[config.mk]
export PLATFORM = sky130hd
export DESIGN_NAME = interval_capture
export DESIGN_NICKNAME = d
export VERILOG_FILES = /design/src/rtl/interval_capture.sv
export SDC_FILE = /design/constraint.sdc
export NUM_CORES = 1
export LEC_CHECK = 0
export ABC_AREA = 1
export CAP_MARGIN = 5
export CORE_MARGIN = 3
export CORE_UTILIZATION = 40
export DETAILED_ROUTE_END_ITERATION = 12
export PLACE_DENSITY = 0.69
export SLEW_MARGIN = 20
export SYNTH_ARGS = -nofsm -noshare
export SYNTH_HDL_FRONTEND = slang
export SYNTH_SLANG_ARGS = --single-unit
[constraint.sdc]
create_clock -name clk -period 1.5 [get_ports clk]
set_input_delay 0.15 -clock clk [delete_from_list [all_inputs] [get_ports clk]]
set_output_delay 0.15 -clock clk [all_outputs]
set_load 0.01 [all_outputs]
[src/rtl/interval_capture.sv]
// Interval capture: counts enabled cycles between start and stop, delivers the result via valid/ready.
// Optional sticky overflow output is enabled by defining INTERVAL_CAPTURE_OVF_EN.
module interval_capture #(
    parameter int unsigned WIDTH = 5
) (
    input  logic             clk,
    input  logic             reset,
    input  logic             enable,
    input  logic             start,
    input  logic             stop,
    input  logic             ready,
    output logic [WIDTH-1:0] value,
    output logic             valid,
    output logic             busy,
`ifdef INTERVAL_CAPTURE_OVF_EN
    output logic             overflow,
`endif
    output logic [WIDTH-1:0] count
);

    typedef enum logic [1:0] {StIdle, StRun, StDone} state_e;

    localparam logic [WIDTH-1:0] CountMax = '1;

    state_e           state_q, state_d;
    logic [WIDTH-1:0] count_q, count_d;
    logic [WIDTH-1:0] value_q, value_d;

    always_comb begin
        state_d = state_q;
        count_d = count_q;
        value_d = value_q;
        unique case (state_q)
            StIdle: begin
                if (start) begin
                    count_d = '0;
                    state_d = StRun;
                end
            end
            StRun: begin
                // stop has priority over start so a coincident pair captures
                if (stop) begin
                    value_d = count_q;
                    state_d = StDone;
                end else if (start) begin
                    count_d = '0;
                end else if (enable && count_q != CountMax) begin
                    count_d = count_q + 1'b1;
                end
            end
            StDone: begin
                if (ready) begin
                    if (start) begin
                        count_d = '0;
                        state_d = StRun;
                    end else begin
                        state_d = StIdle;
                    end
                end
            end
            default: state_d = StIdle;
        endcase
    end

    always_ff @(posedge clk) begin
        if (reset) begin
            state_q <= StIdle;
            count_q <= '0;
            value_q <= '0;
        end else begin
            state_q <= state_d;
            count_q <= count_d;
            value_q <= value_d;
        end
    end

`ifdef INTERVAL_CAPTURE_OVF_EN
    logic ovf_q, ovf_d;

    always_comb begin
        ovf_d = ovf_q;
        if ((state_q == StIdle && start) ||
            (state_q == StRun && !stop && start) ||
            (state_q == StDone && ready && start)) begin
            ovf_d = 1'b0;
        end else if (state_q == StRun && !stop && enable && count_q == CountMax) begin
            ovf_d = 1'b1;
        end
    end

    always_ff @(posedge clk) begin
        if (reset) begin
            ovf_q <= 1'b0;
        end else begin
            ovf_q <= ovf_d;
        end
    end

    assign overflow = ovf_q;
`endif

    assign value = value_q;
    assign count = count_q;
    assign valid = (state_q == StDone);
    assign busy  = (state_q != StIdle);

endmodule

==> metrics.md <==
| Metric | Value |
|---|---|
| Reg-to-Reg Start | `count[1]$_SDFFE_PP0P_` |
| Clock root cell | `clkbuf_4` |
| Initial antenna violation count | `0` |
| WHS Path Cells | `2` |
| Vias | `slightly above 600` |
| Slew @ Worst Pin | `about 0.23 ns` |
| Antenna Cells | `0` |
| Worst-Skew Late Latency | `0.27 ns` |
| DR vias/cell | `4.920` |
| CP endpoint kind | `primary output` |
| Crit-path max FO | `6` |
| Cell area after synthesis | `slightly above 600 µm²` |
| Deepest clock path buffer count | `2` |
| WL/cell | `10.85 µm` |
| Detailed Route WL | `between 1000 and 1500 µm` |
| Slew margin rel. | `between 80 and 90%` |
| Syn Nets | `94` |
| Register Area | `245.2 µm²` |
| Worst Hold Class | `reg -> reg` |
| Crit path time final | `1.450 ns` |
| CP Launch Type | `flop` |
| GPL Wtd Cong | `a little under 0.8` |
| Crit path largest cell delay | `about 0.53 ns` |
| Final period utilization | `96.69%` |
| Die area | `about 2000 µm²` |
| Yosys top cell area share | `roughly two fifths` |
| Seq cells post-synth | `12` |
| CP max-delay cell | `clkdlybuf4s50_1` |
| Yosys warning count | `0` |
| Clock Sinks | `12` |
| First-pass GRT wire length | `2187 µm` |
| Fillers | `~140` |
| FP Rows | `13` |
| Clock-pin transition on the worst setup and hold timing paths | `roughly 0.08 ns` |
| Seq/Total Area, Yosys | `between 30% and 40%` |
| Area leader, netlist | `dfxtp_1` |
| GRT Total Usage | `between 10% and 20%` |
| Layout cells sized above 1 | `between 20% and 30%` |
| Crit Path Class | `reg -> out` |
| Hold EP | `value[4]$_SDFFE_PP0P_` |
| Max Slew Vio Count | `0` |
| Starting DRT DRC Count | `17` |
| Post-Syn Area per Cell | `between 7 and 8 µm²` |
| DP Worst Slack | `about 0.0033 ns` |
| Mapped Cells | `86` |
| DRT Pass-1 Iters | `4` |
| Hold_sp | `value[4]$_SDFFE_PP0P_` |
| Vias in the first global route | `~530` |
| Critical path arrival | `1.30 ns` |
| Total Power | `roughly 0.00082 W` |
| Setup violators final | `0` |
| Required @ worst endpoint | `about 1.4 ns` |
| Nets | `119` |
| Fmax | `roughly 690 MHz` |
| Largest net degree at the start of global routing | `12` |
| Dpl hpwl | `1029 µm` |
| Area delta synth->final | `48.77%` |
| CP Cell Sequence | `buf_4, clkdlybuf4s50_1` |
| Unrepaired setup endpoints after global routing | `yes` |
| Count of final hold-check violations | `0` |
| Post CTS Setup Buffer Count | `0` |
| Reg2Reg Capture Point | `count[4]$_SDFFE_PP0P_` |
| Worst setup margin | `around 0.05 ns` |
| Global route total overflow | `0` |
| Post-CTS Hold Fix Bufs | `0` |
| Synth area leaders | `dfxtp_1 (40%), o21ai_0 (9.1%), inv_1 (8.0%)` |
| IO Count | `18` |
| DRT antenna net count | `0` |
| Number of distinct library cells after synthesis | `17` |
| Footprint of the multi-input gates | `334.1 µm²` |
| Post-route DRC | `0` |
| Num CTS Buffers | `3` |
| Maximum VDD drop | `about 530 µV` |
| Clock skew | `0.003100 ns` |
| Starting density of the core | `between 40% and 50%` |
| Reg2reg setup slack | `roughly 0.07 ns` |
| Total core area | `1366 µm²` |
| CTS tree | `built` |
| Die W | `44.99 µm` |
| H-tree levels | `1` |
| R2R cell count | `12` |
| IO buf count | `17` |
| Max-cap violations | `0` |
| Power Dens Cells | `902.8 nW/µm²` |
| Run status | `completed` |
| Lkg Pwr | `roughly 0.42 nW` |
| Vert. Die Dim | `about 45 µm` |
==> area by class of cell <==
cell class	instances	share of cell area, %
clock buffer	4	4.011
sequential	12	27.11
timing repair buffer	21	22.96
multi-input combinational	57	36.93
inverter	16	6.916
tap	15	2.075
==> power breakdown <==
part	internal (W)	leakage (nW)	switching (W)	total, W
logic	0.0000951	0.304	0.0000992	0.000194
clock network	0.000147	0.0210	0.000112	0.000260
registers	0.000343	0.0997	0.0000197	0.000363
==> synth_stat cells <==
library cell  number
nand2_2            3
ha_1               2
nand3_2            1
nand2_4            1
inv_2              3
nand2_1           11
nor3_1             1
a21oi_1            7
nand4_1            1
nor2_8             1
nor2_1            13
inv_1             13
and3_1             1
dfxtp_1           12
o21ai_0           11
buf_2              1
nand3_1            4
==> registers in the layout, summed over array words and instances (netlist names) <==
name / count
state_q: 2
count: 5
value: 5
==> how the worst max path moves through the flow <==
stage / start / to / slack (ns)
6_report: count[2]$_SDFFE_PP0P_ / count[2] / 0.05
5_1_grt: count[0]$_SDFFE_PP0P_ / count[1]$_SDFFE_PP0P_ / -0.008
4_1_cts: count[0]$_SDFFE_PP0P_ / count[4]$_SDFFE_PP0P_ / 0.005
3_5_place_dp: count[0]$_SDFFE_PP0P_ / count[4]$_SDFFE_PP0P_ / 0.003
3_3_place_gp: count[0]$_SDFFE_PP0P_ / count[4]$_SDFFE_PP0P_ / 0.04
2_1_floorplan: count[0]$_SDFFE_PP0P_ / count[4]$_SDFFE_PP0P_ / 0.007
==> logic make-up after synthesis <==
| family | Yosys count | share of synthesized area [%] |
|---|---|---|
| compound gates | 18 | 14.81 |
| simple gates | 37 | 30.87 |
| flops | 12 | 39.51 |
| fa+ha+maj | 2 | 4.115 |
| buf+inv | 17 | 10.70 |
==> per-layer routing <==
metal	track usage [%]	part of all wire (%)
met5	0	0
met4	8.772	0.74
met3	3.187	7.5
met2	25.71	48
met1	17.56	44
==> through the flow <==
step	hold WS [ns]	util [%]	TNS (ns)	cell area, µm²	instances
final	0.4423	66.21	0	904.6	125
after global routing	0.4669	66.21	-0.01293	904.6	125
after CTS	0.4470	63.28	0	864.6	125
after detailed placement	0.4348	60.16	0	822.0	121
after global placement	0.4321	60.16	0	822.0	121
after floorplan	0.2191	-	0	608.1	86
==> critical path, delay by kind of cell (launching register included) <==
family,cells,cell delay (ns)
flip-flops,1,0.35
buffers and inverters,2,0.68
==> cell usage in the layout, fill, tap and decap left out, types with 2 or more instances in the layout <==
cell	netlist	final
a21oi_1	7	6
buf_4	0	4
clkbuf_4	0	3
clkdlybuf4s50_1	0	14
dfxtp_1	12	8
dfxtp_2	0	4
dlymetal6s2s_1	0	3
inv_1	13	13
inv_2	3	2
nand2_1	11	9
nand2_2	3	5
nand3_1	4	4
nor2_1	13	10
nor2_2	0	3
o21ai_0	11	9
o21ai_1	0	2
==> what timing repair did <==
item / 4_1_cts / 5_1_grt
endpoints found under the setup margin: 2 / 8
pin swaps: 3 / 5
gates resized for setup: 3 / 16
cloned: 0 / 0
(Power assumes the default switching activity.)
